## src/rtl/ysyx_041514_if_stage_pkg.sv

```systemverilog
`default_nettype none
// ============================================================================
// Module      : ysyx_041514_if_stage_pkg
// Description : Shared constants for the instruction-fetch stage: control-bus
//               bit index, bubble instruction, PC reset address and the
//               2-bit fetch FSM state encodings.
// Revision    : 1.0 - initial release
// ============================================================================
package ysyx_041514_if_stage_pkg;

    // Bit of the 6-bit stall/flush control buses owned by the IF stage
    localparam int          c_ctrlbus_if    = 1;

    // addi x0,x0,0 - the canonical bubble
    localparam logic [31:0] c_nop_inst      = 32'h0000_0013;

    localparam logic [63:0] c_pc_reset_addr = 64'h0000_0000_8000_0000;

    // Fetch FSM state encodings
    localparam logic [1:0]  c_st_idle       = 2'd0;
    localparam logic [1:0]  c_st_wait       = 2'd1;
    localparam logic [1:0]  c_st_hold       = 2'd2;
    localparam logic [1:0]  c_st_drop       = 2'd3;

    // Instructions must be 4-byte aligned
    function automatic logic pc_misaligned(input logic [1:0] pc_lo);
        return pc_lo != 2'b00;
    endfunction

endpackage
`default_nettype wire

```

## src/rtl/ysyx_041514_if_inst_buf.sv

```systemverilog
`default_nettype none
// ============================================================================
// Module      : ysyx_041514_if_inst_buf
// Description : One-entry holding buffer for an icache response that arrived
//               while decode was stalled.
//   clk, rst        : clock, synchronous active-high reset
//   i_load          : capture i_inst / i_pc, mark entry valid
//   i_clear         : drop the entry (takes priority over i_load)
//   o_valid/o_inst/o_pc : stored entry
// Revision    : 1.0 - initial release
// ============================================================================
module ysyx_041514_if_inst_buf #(
    parameter int XLEN   = 64,
    parameter int INST_W = 32
) (
    input  logic              clk,
    input  logic              rst,
    input  logic              i_load,
    input  logic              i_clear,
    input  logic [INST_W-1:0] i_inst,
    input  logic [XLEN-1:0]   i_pc,
    output logic              o_valid,
    output logic [INST_W-1:0] o_inst,
    output logic [XLEN-1:0]   o_pc
);

    logic              r_valid;
    logic [INST_W-1:0] r_inst;
    logic [XLEN-1:0]   r_pc;

    always_ff @(posedge clk) begin
        if (rst) begin
            r_valid <= 1'b0;
            r_inst  <= '0;
            r_pc    <= '0;
        end else if (i_clear) begin
            r_valid <= 1'b0;
        end else if (i_load) begin
            r_valid <= 1'b1;
            r_inst  <= i_inst;
            r_pc    <= i_pc;
        end
    end

    assign o_valid = r_valid;
    assign o_inst  = r_inst;
    assign o_pc    = r_pc;

endmodule
`default_nettype wire

```

## src/rtl/ysyx_041514_if_stage.sv

```systemverilog
`default_nettype none
// ============================================================================
// Module      : ysyx_041514_if_stage
// Description : Instruction-fetch stage. Issues one icache request at a time
//               from the PC register's pc/fetch-enable, absorbs the response,
//               parks it in a one-entry buffer while decode is stalled,
//               discards responses after a flush, and drives the IF/ID
//               pipeline register.
//   stall_valid_i / flush_valid_i : control buses (bit c_ctrlbus_if used)
//   pc_i, read_req_i              : current PC and fetch enable
//   if_req_*                      : icache request channel
//   if_rdata_valid_i, if_rdata_i  : icache response (single-cycle pulse)
//   fetch_busy_o                  : asks control unit to stall the PC
//   inst_*_o                      : IF/ID register outputs
// Revision    : 1.0 - initial release
// ============================================================================
module ysyx_041514_if_stage
    import ysyx_041514_if_stage_pkg::*;
#(
    parameter int                XLEN     = 64,
    parameter int                ADDR_W   = 32,
    parameter int                INST_W   = 32,
    parameter logic [INST_W-1:0] NOP_INST = c_nop_inst
) (
    input  logic              clk,
    input  logic              rst,
    input  logic [5:0]        stall_valid_i,
    input  logic [5:0]        flush_valid_i,
    input  logic [XLEN-1:0]   pc_i,
    input  logic              read_req_i,
    output logic              if_req_valid_o,
    output logic [ADDR_W-1:0] if_req_addr_o,
    input  logic              if_req_ready_i,
    input  logic              if_rdata_valid_i,
    input  logic [INST_W-1:0] if_rdata_i,
    output logic              fetch_busy_o,
    output logic              inst_valid_o,
    output logic [INST_W-1:0] inst_o,
    output logic [XLEN-1:0]   inst_pc_o,
    output logic              inst_misalign_o
);

    logic              w_stall;
    logic              w_flush;
    logic              w_mis;
    logic              w_idle;
    logic              w_hs;

    logic [1:0]        r_state;
    logic [1:0]        w_state_nxt;
    logic [XLEN-1:0]   r_req_pc;

    logic              w_new_valid;
    logic [INST_W-1:0] w_new_inst;
    logic [XLEN-1:0]   w_new_pc;
    logic              w_new_mis;

    logic              w_buf_load;
    logic              w_buf_clear;
    logic              w_buf_valid;
    logic [INST_W-1:0] w_buf_inst;
    logic [XLEN-1:0]   w_buf_pc;

    logic              r_inst_valid;
    logic [INST_W-1:0] r_inst;
    logic [XLEN-1:0]   r_inst_pc;
    logic              r_inst_mis;

    // Other control-bus bits and upper PC bits belong to other consumers
    logic              w_unused_bits;
    assign w_unused_bits = ^{stall_valid_i, flush_valid_i, pc_i[XLEN-1:ADDR_W]};

    assign w_stall = stall_valid_i[c_ctrlbus_if];
    assign w_flush = flush_valid_i[c_ctrlbus_if];
    assign w_mis   = pc_misaligned(pc_i[1:0]);
    assign w_idle  = (r_state == c_st_idle);

    // ------------------------------------------------------------------
    // Request channel
    // ------------------------------------------------------------------
    assign if_req_valid_o = w_idle & read_req_i & ~w_mis & ~w_stall & ~w_flush & ~rst;
    assign if_req_addr_o  = pc_i[ADDR_W-1:0];
    assign w_hs           = if_req_valid_o & if_req_ready_i;

    // Busy is built without stall/flush so the control unit, which derives
    // stall/flush from busy, never sees a combinational loop through here.
    assign fetch_busy_o = ~rst & (
          (w_idle & read_req_i & ~w_mis & ~if_req_ready_i)
        | ((r_state == c_st_wait) & ~if_rdata_valid_i)
        | (r_state == c_st_hold)
        | (r_state == c_st_drop));

    always_ff @(posedge clk) begin
        if (rst) begin
            r_req_pc <= '0;
        end else if (w_hs) begin
            r_req_pc <= pc_i;
        end
    end

    // ------------------------------------------------------------------
    // Fetch FSM: next state and the instruction offered to IF/ID
    // ------------------------------------------------------------------
    always_ff @(posedge clk) begin
        if (rst) begin
            r_state <= c_st_idle;
        end else begin
            r_state <= w_state_nxt;
        end
    end

    always_comb begin
        w_state_nxt = r_state;
        w_new_valid = 1'b0;
        w_new_inst  = NOP_INST;
        w_new_pc    = '0;
        w_new_mis   = 1'b0;
        w_buf_load  = 1'b0;
        w_buf_clear = 1'b0;
        case (r_state)
            c_st_idle: begin
                if (w_hs) begin
                    w_state_nxt = c_st_wait;
                end else if (w_mis & read_req_i & ~w_stall & ~w_flush) begin
                    // Misaligned PC: no icache access, a trapping bubble instead
                    w_new_valid = 1'b1;
                    w_new_pc    = pc_i;
                    w_new_mis   = 1'b1;
                end
            end
            c_st_wait: begin
                if (if_rdata_valid_i) begin
                    w_state_nxt = c_st_idle;
                    if (w_flush) begin
                        w_state_nxt = c_st_idle;
                    end else if (w_stall) begin
                        w_buf_load  = 1'b1;
                        w_state_nxt = c_st_hold;
                    end else begin
                        w_new_valid = 1'b1;
                        w_new_inst  = if_rdata_i;
                        w_new_pc    = r_req_pc;
                    end
                end else if (w_flush) begin
                    // Response still in flight: swallow it when it lands
                    w_state_nxt = c_st_drop;
                end
            end
            c_st_hold: begin
                if (w_flush) begin
                    w_buf_clear = 1'b1;
                    w_state_nxt = c_st_idle;
                end else if (~w_stall & w_buf_valid) begin
                    w_new_valid = 1'b1;
                    w_new_inst  = w_buf_inst;
                    w_new_pc    = w_buf_pc;
                    w_buf_clear = 1'b1;
                    w_state_nxt = c_st_idle;
                end
            end
            c_st_drop: begin
                if (if_rdata_valid_i) begin
                    w_state_nxt = c_st_idle;
                end
            end
            default: begin
                w_state_nxt = c_st_idle;
            end
        endcase
    end

    ysyx_041514_if_inst_buf #(
        .XLEN   (XLEN),
        .INST_W (INST_W)
    ) u_inst_buf (
        .clk     (clk),
        .rst     (rst),
        .i_load  (w_buf_load),
        .i_clear (w_buf_clear),
        .i_inst  (if_rdata_i),
        .i_pc    (r_req_pc),
        .o_valid (w_buf_valid),
        .o_inst  (w_buf_inst),
        .o_pc    (w_buf_pc)
    );

    // ------------------------------------------------------------------
    // IF/ID pipeline register: flush > stall > new instruction > bubble
    // ------------------------------------------------------------------
    always_ff @(posedge clk) begin
        if (rst || w_flush) begin
            r_inst_valid <= 1'b0;
            r_inst       <= NOP_INST;
            r_inst_pc    <= '0;
            r_inst_mis   <= 1'b0;
        end else if (w_stall) begin
            r_inst_valid <= r_inst_valid;
        end else if (w_new_valid) begin
            r_inst_valid <= 1'b1;
            r_inst       <= w_new_inst;
            r_inst_pc    <= w_new_pc;
            r_inst_mis   <= w_new_mis;
        end else begin
            r_inst_valid <= 1'b0;
            r_inst       <= NOP_INST;
            r_inst_pc    <= '0;
            r_inst_mis   <= 1'b0;
        end
    end

    assign inst_valid_o    = r_inst_valid;
    assign inst_o          = r_inst;
    assign inst_pc_o       = r_inst_pc;
    assign inst_misalign_o = r_inst_mis;

endmodule
`default_nettype wire
```

## config.mk

```make
export PLATFORM = sky130hd
export DESIGN_NAME = ysyx_041514_if_stage
export DESIGN_NICKNAME = d
export VERILOG_FILES = /design/src/rtl/ysyx_041514_if_stage_pkg.sv /design/src/rtl/ysyx_041514_if_inst_buf.sv /design/src/rtl/ysyx_041514_if_stage.sv
export SDC_FILE = /design/constraint.sdc
export NUM_CORES = 1
export LEC_CHECK = 0
export BUFFER_PORTS_ARGS = -buffer_cell sky130_fd_sc_hd__buf_2
export CORE_ASPECT_RATIO = 1.25
export CORE_MARGIN = 2
export CORE_UTILIZATION = 50
export CTS_BUF_LIST = sky130_fd_sc_hd__clkbuf_4 sky130_fd_sc_hd__clkbuf_8
export CTS_CLUSTER_DIAMETER = 120
export CTS_CLUSTER_SIZE = 12
export DETAILED_ROUTE_END_ITERATION = 7
export HOLD_SLACK_MARGIN = 0.03
export MAX_ROUTING_LAYER = met4
export PLACE_DENSITY_LB_ADDON = 0.2
export SLEW_MARGIN = 40
export SYNTH_ARGS = -nofsm -noshare
export SYNTH_HDL_FRONTEND = slang
export SYNTH_SLANG_ARGS = --single-unit
```

## constraint.sdc

```tcl
create_clock -name clk -period 3.7 [get_ports clk]
set_clock_uncertainty 0.2 [all_clocks]
set_input_delay 0.555 -clock clk [delete_from_list [all_inputs] [get_ports clk]]
set_output_delay 0.555 -clock clk [all_outputs]
set_load 0.005 [all_outputs]
```

==> qor.csv, run 1 <==
stage,metric,value,unit
logic_synthesis,Netlist cell types,38,
clock_network,CTS tree,yes,
logic_synthesis,"EDFF count, synth",0,
drt,number of DRC markers in iteration 0,856,
floorplanning,starting density of the core,0.5079,
pwr,Power Dens Cells,390.5,nW/um^2
worst_setup_path,Setup crit end kind,primary output,
min_path,hold path cells,3,
floorplanning,core area,20820,sq um
pwr,Comb pwr share,0.076,
pwr,Sw Ratio,0.2450,
drt,drt first pass iters,8,
worst_setup_path,worst-path maximum fanout,5,
status,status,completed,
logic_synthesis,"Seq/Total Area, Yosys",0.4941,
worst_setup_path,worst r2r path cells,6,
floorplanning,Row Count,59,
clock_network,clk sinks,261,
pwr,Lkg Pwr,4.125,nW
logic_synthesis,Post-Synthesis Cells,1294,
pwr,P_int,3.535,mW
drt,Vias/cell,5.745,
placed_design,DP HPWL,16540,um
placed_design,GPL Wtd Cong,0.7975,
worst_setup_path,flop-to-flop setup slack,1.02,ns
cells_and_area,fillers,1998,
sta,Rel. slew slack,0.5172,
pwr,sequential share of power,0.604,
grt,number of global-route vias before repair,8852,
min_path,HP Start,if_rdata_i[0],
cells_and_area,ratio of cells with drive above 1 in the final layout,0.2066,
floorplanning,DIE HEIGHT,166.6,um
logic_synthesis,"FF+latch count, synth",261,
drt,Vias,9784,
logic_synthesis,mapped cell area,10570,sq um
clock_network,Max clock buf depth,3,
grt,antenna violations before repair,1,
worst_setup_path,crit start category,flop,
logic_synthesis,share of flip-flops with an asynchronous set or reset,0,
sta,final setup TNS,0,ns
run,max_cap viols,0,
floorplanning,io pins,245,
clock_network,H-tree depth,1,
sta,worst-margin pin slew,0.7242,ns
floorplanning,Die Wd,134.1,um
cells_and_area,P&R area growth vs syn,13.38,%
sta,final setup fails,0,
clock_network,register clock-pin slew on the reported worst setup and hold paths,0.08,ns
worst_setup_path,WS Path Type,reg -> out,
clock_network,later-pin clock latency in the skew report,0.54,ns
cells_and_area,post-layout util,0.5759,
grt,All-Layer GR Usage,0.2535,
cells_and_area,"commonest cells after routing, fill and taps aside","nand2_1 (472), dfxtp_1 (261), buf_2 (232)",
min_path,Worst Hold End,u_inst_buf.o_inst[0]$_SDFFE_PP0P_,
sta,RSZ-0062 raised after global routing,false,
pwr,Sw Pwr,1.147,mW
floorplanning,die area,22330,sq um
clock_network,CTS Root Cell,clkbuf_8,
sta,Tmin final,2.779,ns
logic_synthesis,warning count from the yosys run,0,
sta,fmax,359.8,MHz
pwr,Max IR drop VDD,0.3170,mV
worst_setup_path,reg2reg end,inst_pc_o[55]$_SDFFE_PP0N_,
worst_setup_path,CP Data Required Time,2.94,ns
grt,global route total overflow,0,
logic_synthesis,Synth Net Count,1413,
drt,# DRC,0,
min_path,Hold Path Class,in -> reg,
cells_and_area,Nets,1548,
drt,number of nets with antenna violations after routing,0,
placed_design,Port Buffers,234,
logic_synthesis,top_reg_cell synth,dfxtp_1,
sta,period utilisation layout,0.7511,
logic_synthesis,Syn Area/Cell,8.171,sq um
grt,largest net degree at the start of global routing,92,
sta,"Slew Viols, Final",0,
pwr,Clk pwr share,0.320,
worst_setup_path,Critical R2R Launch,r_state[1]$_SDFFE_PP0P_,
grt,first-pass GRT wire length,45510,um
worst_setup_path,CP Data Arrival Time,2.02,ns
sta,Fin. Hold Viols,0,
drt,WL/cell,17.06,um
clock_network,TritonCTS Buffers,25,
drt,final WL,29050,um
cells_and_area,"most common cell after layout, fill and taps aside",nand2_1,
power by group through the flow:
stage	clock network, mW	registers (mW)	logic [mW]
6_report	1.50	2.83	0.354
5_1_grt	1.66	2.83	0.385
4_1_cts	1.56	2.83	0.353
3_5_place_dp	0	2.89	0.352
3_3_place_gp	0	2.89	0.351
2_1_floorplan	0	2.89	0.208
worst max path at each step:
stage               slack, ns               startpoint                          to  cells after the start
detailed placement       0.83         flush_valid_i[1]  inst_pc_o[55]$_SDFFE_PP0N_                      5
global placement         0.86         stall_valid_i[1]   r_req_pc[41]$_SDFFE_PP0P_                      6
floorplan                1.48         stall_valid_i[1]   r_req_pc[10]$_SDFFE_PP0P_                      7
finish                   0.92  r_state[0]$_SDFFE_PP0P_                fetch_busy_o                      7
global route             0.74  r_state[0]$_SDFFE_PP0P_                fetch_busy_o                      7
CTS                      0.90  r_state[0]$_SDFFE_PP0P_                fetch_busy_o                      7
per-stage QoR:
stage | instance area (sq um) | setup slack (ns) | instances | total power, mW | hold slack, ns
2_1_floorplan | 10570 | 1.483 | 1294 | 3.100 | 0.2357
3_3_place_gp | 11620 | 0.8635 | 1675 | 3.244 | 0.2278
3_5_place_dp | 11620 | 0.8333 | 1675 | 3.246 | 0.2375
4_1_cts | 11970 | 0.8953 | 1701 | 4.737 | 0.03006
5_1_grt | 11990 | 0.7388 | 1703 | 4.874 | 0.03073
6_report | 11990 | 0.9208 | 1703 | 4.681 | 0.05801
synth_stat cells, types with 2 or more instances:
library cell / n / area (sq um)
buf_6: 6 / 67.56
buf_2: 25 / 125.1
clkbuf_1: 72 / 270.3
buf_1: 14 / 52.55
nor4_1: 2 / 12.51
o22ai_1: 2 / 12.51
o21ai_0: 37 / 185.2
inv_1: 5 / 18.77
nand2b_1: 4 / 25.02
nor3b_1: 2 / 15.01
mux2i_1: 2 / 20.02
nor3_2: 2 / 20.02
dfxtp_1: 261 / 5225
nor3_1: 4 / 20.02
nand2_1: 473 / 1775
or2_2: 2 / 12.51
nand3_1: 2 / 10.01
a21oi_1: 161 / 805.8
a22oi_1: 30 / 225.2
nor2_1: 7 / 26.28
buf_4: 32 / 240.2
o22a_1: 3 / 26.28
ha_1: 6 / 75.07
o211ai_1: 2 / 15.01
a221oi_1: 62 / 543.0
a222oi_1: 64 / 640.6
kinds of logic after synthesis:
kind of cell               Yosys count  synth area share
buffers and inverters              154           0.07325
AOI/OAI and AO/OA                  366            0.2363
adders and majority gates            6          0.007100
DFF                                261            0.4941
and+or+nand+nor                    505            0.1873
muxes                                2          0.001893
sequential cells by signal (all words and copies together), names as in the netlist:
| signal | count |
|---|---|
| inst_pc_o | 64 |
| inst_o | 32 |
| u_inst_buf.o_valid | 1 |
| inst_misalign_o | 1 |
| u_inst_buf.o_inst | 32 |
| r_req_pc | 64 |
| inst_valid_o | 1 |
| r_state | 2 |
| u_inst_buf.o_pc | 64 |
what timing repair did:
action | 4_1_cts | 5_1_grt
gates resized for setup | 0 | 0
hold buffers | 0 | 1
endpoints found under the hold margin | 0 | 1
setup buffers | 0 | 0
layer usage:
metal  part of all wire  GRT usage  vias to the layer above  wire [um]
li1                   -          -                     4771          -
met1               0.43     0.3318                     4617      12390
met2               0.48     0.4114                      360      13870
met3              0.074    0.03775                       36       2140
met4              0.023    0.06819                        0        654
met5                  0          -                        -          0
critical path, stage by stage, from the launching register on:
cell	delay (ns)
dfxtp_1	0.42
inv_1	0.11
ha_1	0.24
nand4bb_1	0.23
nor2_1	0.08
nor4_1	0.20
nor2_1	0.06
buf_2	0.15
area by class of cell:
| class | count | area [sq um] | share of cell area |
|---|---|---|---|
| Multi-Input combinational cell | 879 | 4629 | 0.3861 |
| Clock buffer | 25 | 344.1 | 0.02870 |
| Antenna cell | 1 | 2.502 | 0.0002087 |
| Clock inverter | 1 | 5.005 | 0.0004174 |
| Timing Repair Buffer | 257 | 1421 | 0.1186 |
| Inverter | 5 | 18.77 | 0.001565 |
| Tap cell | 274 | 342.8 | 0.02860 |
| Sequential cell | 261 | 5225 | 0.4358 |
Power figures use the tool's default switching activity.
==> run 2: changes to the inputs <==
clock period = 2.8 ns   (was 3.7 ns; I/O delays follow)
==> run 2 against run 1 <==
Against the previous run:
- die area did not move
- via count rose by 5.2%
- clock power rose by 32%
- sequential share of layout area fell by 3.7 points
- count of clock-buffer cells in the layout did not move
- critical path depth did not move
- critical path type unchanged
- largest cell class unchanged
- highest routed layer unchanged
==> qor.csv, run 2 (synthesized netlist as in run 1, its figures left out) <==
stage,metric,value,unit,change
worst_setup_path,Critical Path End,fetch_busy_o,,
sta,final setup TNS,0,ns,unchanged
pwr,Lkg Pwr,4.591,nW,+11%
clock_network,CTS tree,yes,,
floorplanning,Row Count,59,,unchanged
grt,All-Layer GR Usage,0.2654,,+0.01197
cells_and_area,"most common cell after layout, fill and taps aside",nand2_1,,
clock_network,TritonCTS Buffers,25,,unchanged
worst_setup_path,reg2reg end,inst_pc_o[46]$_SDFFE_PP0N_,,
worst_setup_path,Critical R2R Launch,r_state[0]$_SDFFE_PP0P_,,
grt,largest net degree at the start of global routing,77,,-16%
drt,number of DRC markers in iteration 0,1038,,+21%
clock_network,later-pin clock latency in the skew report,0.53,ns,about the same
placed_design,Port Buffers,234,,unchanged
run,max_cap viols,0,,unchanged
clock_network,H-tree depth,1,,unchanged
grt,global route total overflow,0,,unchanged
clock_network,register clock-pin slew on the reported worst setup and hold paths,0.09,ns,about the same
grt,number of global-route vias before repair,9585,,+8.3%
sta,Fin. Hold Viols,0,,unchanged
drt,number of nets with antenna violations after routing,0,,unchanged
cells_and_area,"commonest cells after routing, fill and taps aside","nand2_1 (472), dfxtp_1 (260), buf_2 (232)",,
drt,drt first pass iters,8,,unchanged
placed_design,DP HPWL,17190,um,+3.9%
worst_setup_path,worst-path maximum fanout,5,,unchanged
cells_and_area,ratio of cells with drive above 1 in the final layout,0.1999,,-0.006713
cells_and_area,Nets,1651,,+6.7%
placed_design,GPL Wtd Cong,0.8076,,+1.3%
status,status,completed,,
grt,antenna violations before repair,0,,-1
sta,worst-margin pin slew,0.6535,ns,-0.07071 ns
floorplanning,starting density of the core,0.5079,,unchanged
worst_setup_path,worst r2r path cells,7,,+1
pwr,Power Dens Cells,482.4,nW/um^2,+24%
worst_setup_path,CP Data Required Time,2.18,ns,-0.76 ns
clock_network,CTS Root Cell,clkbuf_8,,
sta,RSZ-0062 raised after global routing,false,,
floorplanning,core area,20820,sq um,unchanged
worst_setup_path,Setup crit end kind,primary output,,
worst_setup_path,flop-to-flop setup slack,0.31,ns,-0.71 ns
clock_network,clk sinks,261,,unchanged
floorplanning,io pins,245,,unchanged
drt,WL/cell,16.87,um,-1.1%
sta,"Slew Viols, Final",0,,unchanged
cells_and_area,P&R area growth vs syn,23.82,%,
drt,final WL,30460,um,+4.8%
min_path,Hold Path Class,in -> reg,,
drt,Vias,10291,,+5.2%
grt,first-pass GRT wire length,48130,um,+5.8%
floorplanning,DIE HEIGHT,166.6,um,unchanged
placed_design,area post-placement,11760,sq um,+1.1%
cells_and_area,final design instance area without fill,13090,sq um,+9.2%
sta,final setup fails,0,,unchanged
sta,period utilisation layout,0.9404,,
pwr,Max IR drop VDD,0.3410,mV,+7.6%
sta,Rel. slew slack,0.5629,,+0.04573
sta,fmax,379.8,MHz,
worst_setup_path,CP Data Arrival Time,2.01,ns,about the same
worst_setup_path,WS Path Type,reg -> out,,
worst_setup_path,crit start category,flop,,
drt,# DRC,0,,unchanged
clock_network,Max clock buf depth,3,,unchanged
floorplanning,Die Wd,134.1,um,unchanged
worst_setup_path,launch point of the critical path,r_state[0]$_SDFFE_PP0P_,,
sta,Tmin final,2.633,ns,
cells_and_area,n_diodes,0,,-1
drt,Vias/cell,5.701,,-0.76%
floorplanning,die area,22330,sq um,unchanged
## run 2: cell types whose count changed in the layout (fill, tap and decap cells not counted), sizes merged
cell         previous run  this run
dlygate4sd3             1        95
buf                   256       265
diode                   1         0
## run 2: per-layer routing
metal	part of all wire	track usage	wire [um]
met1	0.42	0.3368	12860
met2	0.48	0.4428	14760
met3	0.072	0.03836	2200
met4	0.021	0.07323	629
met5	0	-	0
## run 2: how the worst min path moves through the flow
stage,start,to,slack [ns],cells past startpoint
after global routing,stall_valid_i[1],inst_misalign_o$_SDFFE_PP0N_,0.04,3
after global placement,inst_o[27]$_SDFFE_PP0N_,inst_o[27]$_SDFFE_PP0N_,0.23,2
after detailed placement,inst_o[15]$_SDFFE_PP0N_,inst_o[15]$_SDFFE_PP0N_,0.24,2
after CTS,stall_valid_i[1],inst_misalign_o$_SDFFE_PP0N_,0.03,3
final,stall_valid_i[1],inst_misalign_o$_SDFFE_PP0N_,0.06,3
after floorplan,u_inst_buf.o_pc[0]$_SDFFE_PP0P_,u_inst_buf.o_pc[0]$_SDFFE_PP0P_,0.24,2
## run 2: cell type report
class / instances / area [sq um]
Clock buffer: 25 / 344.1
Clock inverter: 1 / 5.005
Fill cell: 1862 / 7725
Inverter: 5 / 18.77
Multi-Input combinational cell: 879 / 4646
Sequential cell: 261 / 5226
Tap cell: 274 / 342.8
Timing Repair Buffer: 360 / 2510
## run 2: repair_timing
action	in CTS	in global routing
resized for setup	0	2
hold buffers	95	0
setup endpoints to repair	0	1
endpoints found under the hold margin	186	0
setup buffers	0	0
## run 2: stage by stage
stage               power (mW)  setup WS [ns]  std cells  hold WS [ns]    util
detailed placement       4.304         0.3538       1683        0.2378  0.5647
global route             6.564        0.04938       1805       0.04216  0.6289
floorplan                4.097         0.5882       1294        0.2357       -
CTS                      6.363        0.04983       1804       0.03237  0.6271
global placement         4.299         0.3922       1683        0.2279  0.5647
finish                   6.316         0.1668       1805       0.06314  0.6289
## run 2: worst max-delay path, cell delays in order, from the launching register on
cell	delay [ns]
dfxtp_1	0.42
inv_1	0.11
ha_1	0.26
nand4bb_4	0.14
nor2_1	0.06
nor4_1	0.22
nor2_1	0.10
buf_2	0.16
## run 2: where the power goes
group	switching, mW	total [mW]	internal, mW
Combinational	0.348	0.599	0.250
Clock	1.18	1.98	0.799
Sequential	0.0121	3.74	3.72
Total	1.54	6.32	4.77
==> run 3: changes to the inputs <==
CORE_UTILIZATION = 54   (was 50)
==> run 3 against run 2 <==
Against the previous run:
- sequential share of layout area rose by 0.075 points
- core utilization rose by 4.7 points
- cell area fell by 0.21%
- cell count fell by 0.50%
- global-route usage rose by 2.1 points
- combinational power fell by 0.8%
- critical path type unchanged
==> qor.csv, run 3 (synthesized netlist as in run 1, its figures left out) <==
stage,metric,value,unit,change
grt,antenna violations before repair,0,,unchanged
pwr,Sw Ratio,0.2454,,+0.001160
sta,RSZ-0062 raised after global routing,false,,
placed_design,placed insts,1674,,-0.53%
drt,Vias/cell,5.757,,+0.98%
worst_setup_path,crit start category,flop,,
pwr,Sw Pwr,1.553,mW,+0.64%
worst_setup_path,worst-path maximum fanout,7,,+2
cells_and_area,"commonest cells after routing, fill and taps aside","nand2_1 (472), dfxtp_1 (261), buf_2 (232)",,
cells_and_area,n_diodes,0,,unchanged
sta,final setup TNS,0,ns,unchanged
pwr,Clk pwr share,0.316,,+0.002
cells_and_area,P&R area growth vs syn,23.56,%,
placed_design,pre-CTS WS,0.3119,ns,-0.04189 ns
cells_and_area,"most common cell after layout, fill and taps aside",nand2_1,,
sta,Tmin final,2.672,ns,+0.03874 ns
placed_design,DP HPWL,16910,um,-1.6%
sta,fmax,374.3,MHz,-1.4%
floorplanning,DIE HEIGHT,160.5,um,-3.7%
floorplanning,Die Wd,129.2,um,-3.7%
clock_network,CTS Root Cell,clkbuf_8,,
drt,drt first pass iters,6,,-2
sta,worst-margin pin slew,0.7414,ns,+0.08787 ns
sta,fin worst setup slack,0.1281,ns,-0.03874 ns
grt,largest net degree at the start of global routing,71,,-7.8%
floorplanning,core area,19330,sq um,-7.2%
cells_and_area,Nets,1650,,-0.061%
drt,number of DRC markers in iteration 0,1181,,+14%
pwr,Power Dens Cells,484.2,nW/um^2,+0.38%
cells_and_area,fillers,1603,,-14%
clock_network,register clock-pin slew on the reported worst setup and hold paths,0.08,ns,about the same
grt,number of global-route vias before repair,9522,,-0.66%
cells_and_area,final design instance area without fill,13070,sq um,-0.21%
grt,first-pass GRT wire length,47550,um,-1.2%
clock_network,CTS tree,yes,,
sta,period utilisation layout,0.9543,,+0.01384
floorplanning,die area,20720,sq um,-7.2%
pwr,Max IR drop VDD,0.3953,mV,+16%
pwr,Comb pwr share,0.094,,about the same
pwr,P_int,4.774,mW,about the same
clock_network,post-CTS setup buffers,0,,unchanged
sta,Fin. Hold Viols,0,,unchanged
drt,WL/cell,16.82,um,-0.34%
sta,Rel. slew slack,0.5058,,-0.05716
placed_design,GPL Wtd Cong,0.8064,,-0.15%
cells_and_area,ratio of cells with drive above 1 in the final layout,0.1999,,unchanged
placed_design,Port Buffers,234,,unchanged
sta,Fin Hold WS,0.06410,ns,+0.0009632 ns
worst_setup_path,CP Data Arrival Time,2.05,ns,+0.04 ns
min_path,Hold Path Class,in -> reg,,
pwr,Final Power,6.327,mW,+0.17%
clock_network,Max clock buf depth,3,,unchanged
grt,global route total overflow,0,,unchanged
pwr,sequential share of power,0.591,,about the same
drt,final WL,30200,um,-0.83%
clock_network,TritonCTS Buffers,25,,unchanged
placed_design,area post-placement,11730,sq um,-0.20%
drt,Vias,10340,,+0.48%
pwr,Lkg Pwr,4.587,nW,about the same
drt,number of nets with antenna violations after routing,0,,unchanged
worst_setup_path,WS Path Type,reg -> out,,
run,max_cap viols,0,,unchanged
sta,"Slew Viols, Final",0,,unchanged
worst_setup_path,Setup crit end kind,primary output,,
floorplanning,io pins,245,,unchanged
drt,# DRC,0,,unchanged
status,status,completed,,
grt,All-Layer GR Usage,0.2866,,+0.02123
floorplanning,Row Count,57,,-3.4%
clock_network,later-pin clock latency in the skew report,0.55,ns,+0.02 ns
floorplanning,starting density of the core,0.5471,,+0.03916
worst_setup_path,CP Data Required Time,2.18,ns,about the same
cells_and_area,post-layout util,0.6760,,+0.04707
cells_and_area,post-route insts no fill,1796,,-0.50%
clock_network,H-tree depth,1,,unchanged
clock_network,clk sinks,261,,unchanged
sta,final setup fails,0,,unchanged
-- run 3: what timing repair did --
action,4_1_cts,5_1_grt
gates cloned,0,0
hold buffers,95,0
setup endpoints to repair,1,1
resized for setup,1,1
endpoints found under the hold margin,185,0
-- run 3: worst paths after layout --
| path | startpoint | end | slack, ns | depth (start not counted) |
|---|---|---|---|---|
| worst max-delay path | r_state[1]$_SDFFE_PP0P_ | fetch_busy_o | 0.13 | 6 |
| worst min-delay path | if_rdata_valid_i | r_state[1]$_SDFFE_PP0P_ | 0.06 | 4 |
| worst max register to register | r_state[0]$_SDFFE_PP0P_ | inst_pc_o[40]$_SDFFE_PP0N_ | 0.29 | 7 |
| worst min register to register | r_req_pc[3]$_SDFFE_PP0P_ | u_inst_buf.o_pc[3]$_SDFFE_PP0P_ | 0.25 | 2 |
-- run 3: per-layer routing --
layer,vias up,GRT usage,wire length [um]
li1,4972,-,-
met1,4870,0.3689,12510
met2,428,0.4632,14590
met3,70,0.03198,2110
met4,0,0.1092,1002
met5,-,-,0
-- run 3: power by group through the flow --
stage	sequential [mW]	combinational, mW	clock [mW]
2_1_floorplan	3.82	0.275	0
3_3_place_gp	3.82	0.472	0
3_5_place_dp	3.82	0.473	0
4_1_cts	3.74	0.582	2.05
5_1_grt	3.74	0.641	2.19
6_report	3.74	0.594	2.00
-- run 3: final cells by class --
type	instances	area [sq um]	area share
sequential	261	5225	0.3999
multi-input combinational	879	4652	0.3561
timing repair buffer	359	2481	0.1899
clock buffer	25	344.1	0.02634
tap	265	331.6	0.02538
inverter	5	18.77	0.001437
clock inverter	2	12.51	0.0009577
-- run 3: critical path, cell delays in order, from the launching register on --
cell,delay [ns]
dfxtp_1,0.42
inv_1,0.11
ha_1,0.27
nor2b_1,0.19
nor4_2,0.24
nor2_1,0.10
buf_2,0.16
